$ cat src/rtl/pc_sequencer_if.sv
// Bus bundle between the pipelined core and the PC sequencer.
// The master side (core / testbench) supplies branch-unit and trap inputs;
// the slave side (the sequencer) returns the fetch PC, history and status.
interface pc_sequencer_if #(
    parameter int unsigned XLEN  = 32,
    parameter int unsigned DEPTH = 2
);
    // Inputs to the sequencer
    logic [XLEN-1:0]       val1;
    logic [XLEN-1:0]       imm;
    logic [3:0]            _type;
    logic                  enable;
    logic                  branch;
    logic                  stall;
    logic                  trap;
    logic [XLEN-1:0]       trap_vec;

    // Outputs from the sequencer
    logic [XLEN-1:0]       pc;
    logic [XLEN*DEPTH-1:0] pc_hist;
    logic [XLEN-1:0]       pc_out;
    logic                  pipe_flush;
    logic                  misalign;
    logic [XLEN-1:0]       epc;

    modport master (
        output val1, imm, _type, enable, branch, stall, trap, trap_vec,
        input  pc, pc_hist, pc_out, pipe_flush, misalign, epc
    );

    modport slave (
        input  val1, imm, _type, enable, branch, stall, trap, trap_vec,
        output pc, pc_hist, pc_out, pipe_flush, misalign, epc
    );
endinterface

$ cat src/rtl/pc_sequencer.sv
// Program-counter sequencer: advances the fetch PC, applies trap / branch /
// jalr redirects, keeps a shift register of previous PCs, stretches a
// pipeline flush after every redirect and turns misaligned branch targets
// into a trap with a captured EPC.
module pc_sequencer #(
    parameter int unsigned     XLEN         = 32,
    parameter int unsigned     DEPTH        = 2,
    parameter int unsigned     INST_BYTES   = 4,
    parameter logic [XLEN-1:0] RESET_VECTOR = '0,
    parameter int unsigned     FLUSH_CYCLES = 1
) (
    input  logic           clk,
    input  logic           rst_n,
    pc_sequencer_if.slave  bus
);

    localparam logic [3:0]      TYPE_JALR  = 4'b0111;
    localparam logic [3:0]      TYPE_AUIPC = 4'b1001;
    localparam int unsigned     CNT_W      = $clog2(FLUSH_CYCLES + 1);
    localparam logic [XLEN-1:0] PC_STEP    = XLEN'(INST_BYTES);
    localparam logic [XLEN-1:0] ALIGN_MASK = XLEN'(INST_BYTES - 1);
    localparam logic [CNT_W-1:0] FLUSH_LOAD = CNT_W'(FLUSH_CYCLES);
    localparam logic [CNT_W-1:0] CNT_ONE    = CNT_W'(1);
    localparam logic [CNT_W-1:0] CNT_ZERO   = CNT_W'(0);

    // What the next rising edge will do to the PC, in priority order
    typedef enum logic [2:0] {
        ACT_TRAP     = 3'd0,
        ACT_HOLD     = 3'd1,
        ACT_BRANCH   = 3'd2,
        ACT_MISALIGN = 3'd3,
        ACT_SEQ      = 3'd4
    } action_e;

    // Architectural state
    logic [XLEN-1:0]  pc_q;
    logic [XLEN-1:0]  pc_d;
    logic [XLEN-1:0]  hist_q [DEPTH];
    logic [CNT_W-1:0] flush_cnt_q;
    logic [CNT_W-1:0] flush_cnt_d;
    logic             flush_q;
    logic             flush_d;
    logic             misalign_q;
    logic [XLEN-1:0]  epc_q;

    // Combinational helpers
    logic [XLEN-1:0]       jalr_sum_s;
    logic [XLEN-1:0]       target_s;
    logic                  target_misaligned_s;
    action_e               action_s;
    logic                  shift_s;
    logic                  redirect_s;
    logic                  fault_s;
    logic [XLEN-1:0]       pc_out_s;
    logic [XLEN*DEPTH-1:0] hist_flat_s;

    // Branch target: jalr uses rs1+imm with bit 0 forced low, others are PC-relative to the previous PC
    always_comb begin
        jalr_sum_s = bus.val1 + bus.imm;
        if (bus._type == TYPE_JALR) begin
            target_s = {jalr_sum_s[XLEN-1:1], 1'b0};
        end else begin
            target_s = hist_q[0] + bus.imm;
        end
        target_misaligned_s = |(target_s & ALIGN_MASK);
    end

    // Priority decode of the next PC action: trap beats stall beats branch beats sequential
    always_comb begin
        if (bus.trap) begin
            action_s = ACT_TRAP;
        end else if (bus.stall) begin
            action_s = ACT_HOLD;
        end else if (bus.enable && bus.branch) begin
            if (target_misaligned_s) begin
                action_s = ACT_MISALIGN;
            end else begin
                action_s = ACT_BRANCH;
            end
        end else begin
            action_s = ACT_SEQ;
        end
    end

    // Next PC, history-shift enable, redirect and fault flags for the decoded action
    always_comb begin
        pc_d       = pc_q;
        shift_s    = 1'b0;
        redirect_s = 1'b0;
        fault_s    = 1'b0;
        case (action_s)
            ACT_TRAP: begin
                pc_d       = bus.trap_vec;
                shift_s    = 1'b1;
                redirect_s = 1'b1;
            end
            ACT_HOLD: begin
                pc_d    = pc_q;
                shift_s = 1'b0;
            end
            ACT_BRANCH: begin
                pc_d       = target_s;
                shift_s    = 1'b1;
                redirect_s = 1'b1;
            end
            ACT_MISALIGN: begin
                pc_d       = bus.trap_vec;
                shift_s    = 1'b1;
                redirect_s = 1'b1;
                fault_s    = 1'b1;
            end
            ACT_SEQ: begin
                pc_d    = pc_q + PC_STEP;
                shift_s = 1'b1;
            end
            default: begin
                pc_d       = pc_q;
                shift_s    = 1'b0;
                redirect_s = 1'b0;
                fault_s    = 1'b0;
            end
        endcase
    end

    // Flush counter: reload on every redirect (extending an active flush), else count down to zero
    always_comb begin
        flush_cnt_d = flush_cnt_q;
        if (redirect_s) begin
            flush_cnt_d = FLUSH_LOAD;
        end else if (flush_cnt_q != CNT_ZERO) begin
            flush_cnt_d = flush_cnt_q - CNT_ONE;
        end else begin
            flush_cnt_d = flush_cnt_q;
        end
        flush_d = (flush_cnt_d != CNT_ZERO);
    end

    // PC register and history shift register
    always_ff @(posedge clk or negedge rst_n) begin
        if (!rst_n) begin
            pc_q <= RESET_VECTOR;
            for (int k = 0; k < DEPTH; k++) begin
                hist_q[k] <= RESET_VECTOR;
            end
        end else begin
            pc_q <= pc_d;
            if (shift_s) begin
                hist_q[0] <= pc_q;
                for (int k = 1; k < DEPTH; k++) begin
                    hist_q[k] <= hist_q[k-1];
                end
            end
        end
    end

    // Flush counter and registered pipe_flush
    always_ff @(posedge clk or negedge rst_n) begin
        if (!rst_n) begin
            flush_cnt_q <= CNT_ZERO;
            flush_q     <= 1'b0;
        end else begin
            flush_cnt_q <= flush_cnt_d;
            flush_q     <= flush_d;
        end
    end

    // Misalign pulse and EPC capture (EPC holds until the next fault)
    always_ff @(posedge clk or negedge rst_n) begin
        if (!rst_n) begin
            misalign_q <= 1'b0;
            epc_q      <= '0;
        end else begin
            misalign_q <= fault_s;
            if (fault_s) begin
                epc_q <= hist_q[0];
            end
        end
    end

    // auipc result is relative to the PC of the instruction in the next stage
    always_comb begin
        if (bus._type == TYPE_AUIPC) begin
            pc_out_s = hist_q[0] + bus.imm;
        end else begin
            pc_out_s = hist_q[0];
        end
    end

    // Flatten the history array, slice 0 being the most recent previous PC
    always_comb begin
        hist_flat_s = '0;
        for (int k = 0; k < DEPTH; k++) begin
            hist_flat_s[k*XLEN +: XLEN] = hist_q[k];
        end
    end

    assign bus.pc         = pc_q;
    assign bus.pc_hist    = hist_flat_s;
    assign bus.pc_out     = pc_out_s;
    assign bus.pipe_flush = flush_q;
    assign bus.misalign   = misalign_q;
    assign bus.epc        = epc_q;

endmodule

$ cat src/flat_wrapper.sv
// flat-port wrapper written by rule: the top's interface ports become plain ports
module pc_sequencer_flat 
#(
    parameter int unsigned     XLEN         = 32,
    parameter int unsigned     DEPTH        = 2,
    parameter int unsigned     INST_BYTES   = 4,
    parameter logic [XLEN-1:0] RESET_VECTOR = '0,
    parameter int unsigned     FLUSH_CYCLES = 1
)
  (clk, rst_n, bus_val1, bus_imm, bus__type, bus_enable, bus_branch, bus_stall, bus_trap, bus_trap_vec, bus_pc, bus_pc_hist, bus_pc_out, bus_pipe_flush, bus_misalign, bus_epc);
  pc_sequencer_if #(.XLEN(XLEN), .DEPTH(DEPTH)) bus_i ();
  input  logic clk;
  input  logic rst_n;
  input wire logic [$bits(bus_i.val1)-1:0] bus_val1;
  input wire logic [$bits(bus_i.imm)-1:0] bus_imm;
  input wire logic [$bits(bus_i._type)-1:0] bus__type;
  input wire logic [$bits(bus_i.enable)-1:0] bus_enable;
  input wire logic [$bits(bus_i.branch)-1:0] bus_branch;
  input wire logic [$bits(bus_i.stall)-1:0] bus_stall;
  input wire logic [$bits(bus_i.trap)-1:0] bus_trap;
  input wire logic [$bits(bus_i.trap_vec)-1:0] bus_trap_vec;
  output wire logic [$bits(bus_i.pc)-1:0] bus_pc;
  output wire logic [$bits(bus_i.pc_hist)-1:0] bus_pc_hist;
  output wire logic [$bits(bus_i.pc_out)-1:0] bus_pc_out;
  output wire logic [$bits(bus_i.pipe_flush)-1:0] bus_pipe_flush;
  output wire logic [$bits(bus_i.misalign)-1:0] bus_misalign;
  output wire logic [$bits(bus_i.epc)-1:0] bus_epc;
  assign bus_i.val1 = bus_val1;
  assign bus_i.imm = bus_imm;
  assign bus_i._type = bus__type;
  assign bus_i.enable = bus_enable;
  assign bus_i.branch = bus_branch;
  assign bus_i.stall = bus_stall;
  assign bus_i.trap = bus_trap;
  assign bus_i.trap_vec = bus_trap_vec;
  assign bus_pc = bus_i.pc;
  assign bus_pc_hist = bus_i.pc_hist;
  assign bus_pc_out = bus_i.pc_out;
  assign bus_pipe_flush = bus_i.pipe_flush;
  assign bus_misalign = bus_i.misalign;
  assign bus_epc = bus_i.epc;
  pc_sequencer #(.XLEN(XLEN), .DEPTH(DEPTH), .INST_BYTES(INST_BYTES), .RESET_VECTOR(RESET_VECTOR), .FLUSH_CYCLES(FLUSH_CYCLES)) u_core (.clk(clk), .rst_n(rst_n), .bus(bus_i));
endmodule
$ cat config.mk
export PLATFORM = sky130hd
export DESIGN_NAME = pc_sequencer_flat
export DESIGN_NICKNAME = d
export VERILOG_FILES = /design/src/rtl/pc_sequencer_if.sv /design/src/rtl/pc_sequencer.sv /design/src/flat_wrapper.sv
export SDC_FILE = /design/constraint.sdc
export NUM_CORES = 1
export LEC_CHECK = 0
export ABC_AREA = 1
export BUFFER_PORTS_ARGS = -buffer_cell sky130_fd_sc_hd__buf_2
export CAP_MARGIN = 20
export CORE_UTILIZATION = 55
export CTS_BUF_LIST = sky130_fd_sc_hd__clkbuf_2 sky130_fd_sc_hd__clkbuf_4 sky130_fd_sc_hd__clkbuf_8
export DETAILED_ROUTE_END_ITERATION = 8
export PLACE_DENSITY = 0.81
export SYNTH_ARGS = -nofsm -noshare
export SYNTH_HDL_FRONTEND = slang
export SYNTH_SLANG_ARGS = --single-unit
$ cat constraint.sdc
create_clock -name clk -period 4.7 [get_ports clk]
set_input_delay 0.47 -clock clk [delete_from_list [all_inputs] [get_ports clk]]
set_output_delay 0.47 -clock clk [all_outputs]
set_load 0.01 [all_outputs]
==> impl_metrics.csv <==
group,metric,value,unit
flow_run,drv_cap,0,
power,p_leak,0.00765,uW
finish,final_area,13300,um2
timing,hold_violations,0,
synthesis,synth.net_count,2035,
finish,nets,2281,
timing,fin_crit,3300,ps
timing,final-setup-viol-count,0,
clock_network,worstSkewPairLatency,460,ps
synthesis,yosys.area_share.simple,0.362,
die,dieArea,21200,um2
clock_network,clk_pin_slew,80,ps
synthesis,synth_cell_types,43,
synthesis,synth.mux.area_fraction,0,
placement,dp_hpwl,31500,um
synthesis,synth_most_common_cell,"nand2_1",
clock_network,clock-sinks,130,
timing,fmax,0.303,GHz
setup_path,startpoint_type,"register",
synthesis,syn_inst,1865,
setup_path,critPathBufInv,1,
die,start_util,0.559,
setup_path,r2r_cells,12,
synthesis,synth_top_family_by_area,"simple AND/OR/NAND/NOR gates",
clock_network,clk_path_buf_depth,2,
setup_path,reg2reg_to,"u_core.bus.pc[24]",
finish,syn_to_final_growth,17.5,%
die,core.rowCount,52,
die,coreArea,20200,um2
clock_network,holdBufCountCts,0,
timing,fin_skew,23.7,ps
clock_network,htreeDepth,4,
synthesis,synth.cells.most_frequent,"nand2_1 (653), inv_1 (312), nor2_1 (162), dfrtp_1 (130), o21ai_0 (128)",
route,routedWlPerCell,16.3,um
synthesis,yosysTopAreaCellShare,0.287,
setup_path,cp_top_family,"simple AND/OR/NAND/NOR gates",
synthesis,yosysWarnings,0,
route,viasPerCell,5.41,
clock_network,post_cts_buffers,0,
die,dieWidth,145,um
finish,drive_gt1_frac,0.158,
global_route,first_global_vias,11800,
power,irDropWorstVdd,204,uV
setup_path,critical_path.most_common_cell,"nand2_1",
timing,slew_headroom,0.316,
synthesis,synth-adder-area-share,0.0721,
synthesis,synth_edf_count,0,
die,die_y,145,um
synthesis,synth_ff_type,"dfrtp_1",
timing,tightestPinTransition,1030,ps
route,wirelength,39100,um
setup_path,r2r-start,"u_core.bus.pc_hist[0]",
synthesis,synth_compound_area_frac,0.131,
timing,hold_ws,153,ps
timing,report.final.slew_viol_count,0,
setup_path,path_cells,"ha_1, nand2_1, nor2_1, and2_1, nand2_1, nand2_1, nand2_1, nand2_1, nand2_1, a31oi_1, buf_2",
synthesis,synthXorXnorAreaFrac,0.0248,
power,p_per_area,391,nW/um2
placement,dpl_cell_area,12900,um2
setup_path,cp.required,4230,ps
global_route,antenna_found_initial,2,
route,drt_iter0_markers,1221,
die,ios,268,
timing,fin_setup_tns,0,ps
timing,grt_setup_unrepaired,"false",
global_route,grt_max_degree,119,
clock_network,cts_root_buf,"clkbuf_8",
placement,io_buffers,267,
setup_path,max_stage_delay,500,ps
setup_path,critPathKind,"reg2out",
synthesis,yosysTopAreaCell,"dfrtp_1",
global_route,grt_overflow,0,
setup_path,cp.arrival,2830,ps
worst_hold_path,hp-class,"in2async",
route,drc_errors,0,
setup_path,regToRegSetupSlack,2030,ps
setup_path,crit_path_end_kind,"output port",
route,ant_nets,0,
clock_network,cts_tree,"yes",
global_route,grt_util_all_layers,0.368,
synthesis,synth_top_cells_by_area,"dfrtp_1 (29%), nand2_1 (22%), inv_1 (10%)",
clock_network,cts-resized-gates,0,
outcome,outcome,"finished clean",
clock_network,numCtsBuffers,17,
timing,min_period_over_period,0.701,
synthesis,synth-seq-cells,130,
global_route,grt_pass1_wl,61100,um
setup_path,cp_max_fo,5,
synthesis,synth-async-reset-ratio,1.00,
placement,place.gp.congestion,0.951,
setup_path,critPathSlowestCell,"dfrtp_1",
synthesis,synth.avg_cell_area,6.07,um2
synthesis,ys_seq_area_frac,0.287,
route,first_pass_iters,7,
synthesis,netlist_area,11300,um2
route,vias,13000,
logic make-up after synthesis:
family	count (synthesis)
AO/OA/AOI/OAI	274
XOR/XNOR	32
adder cells (fa/ha/maj)	64
buffers and inverters	365
flip-flops	130
AND/OR/NAND/NOR	1000
sequential cells by signal, summed over array words and instances (netlist names):
register             count
u_core.bus.misalign      1
u_core.flush_cnt_q       1
u_core.bus.pc_hist      64
u_core.bus.epc          32
u_core.bus.pc           32
cell type report:
| class | instances | area, um2 |
|---|---|---|
| Tap cell | 270 | 338 |
| Sequential cell | 130 | 3250 |
| Fill cell | 2007 | 6930 |
| Clock inverter | 14 | 190 |
| Clock buffer | 18 | 241 |
| Inverter | 316 | 1190 |
| Antenna cell | 3 | 7.51 |
| Timing Repair Buffer | 276 | 1410 |
| Multi-Input combinational cell | 1370 | 6680 |
power by group:
group	internal (uW)	switching (uW)
registers	1390	319
clock network	549	497
logic	867	1570
layout by cell type, fill, tap and decap left out, types with 3 or more instances in the layout:
master,netlist,final
clkinvlp_4,0,3
a21oi_1,82,82
xor2_1,14,14
diode_2,0,3
nand3_1,122,122
nor2_1,162,161
xnor2_1,18,18
nor4_1,3,3
and2_1,3,3
or2_2,3,3
inv_8,0,3
clkbuf_8,0,17
o21ai_0,128,128
nand2_2,3,3
o21bai_1,5,5
ha_1,62,62
a211oi_1,3,3
nand4_1,7,7
buf_2,9,266
nand2_1,653,653
a22oi_1,6,6
nor3_2,3,3
inv_2,4,4
a31oi_1,27,27
o211ai_1,5,5
inv_6,0,5
nor2_2,5,5
nor2_4,2,3
buf_4,3,10
bufinv_16,0,3
nor3_1,22,22
inv_1,312,312
dfrtp_1,130,130
o21ai_1,8,8
o21a_1,7,7
stage by stage:
stage | utilization | std cells | worst slack [ps] | power, uW
2_1_floorplan | - | 1865 | 2260 | 3170
4_1_cts | 0.657 | 2394 | 1460 | 5160
3_5_place_dp | 0.636 | 2362 | 1830 | 4110
5_1_grt | 0.657 | 2396 | 1250 | 5540
3_3_place_gp | 0.636 | 2362 | 1850 | 4070
6_report | 0.657 | 2397 | 1400 | 5200
worst max-delay path by stage:
stage                                       from             end  slack [ps]  cells past startpoint
after global placement                bus_imm[0]  bus_pc_out[20]        1850                     14
after global routing       u_core.bus.pc_hist[0]  bus_pc_out[20]        1250                     13
final                     u_core.bus.pc_hist[12]  bus_pc_out[22]        1400                     11
after floorplan                       bus_imm[0]  bus_pc_out[10]        2260                     11
after detailed placement              bus_imm[0]  bus_pc_out[20]        1830                     14
after CTS                  u_core.bus.pc_hist[0]  bus_pc_out[20]        1460                     13
per-layer routing:
layer | GRT usage | vias to the layer above | share of wire
met1 | 0.498 | 5930 | 0.42
met5 | 0 | - | 0
li1 | - | 6363 | -
met2 | 0.612 | 594 | 0.46
met4 | 0.131 | 0 | 0.032
met3 | 0.0398 | 90 | 0.080
(Power assumes the default switching activity.)
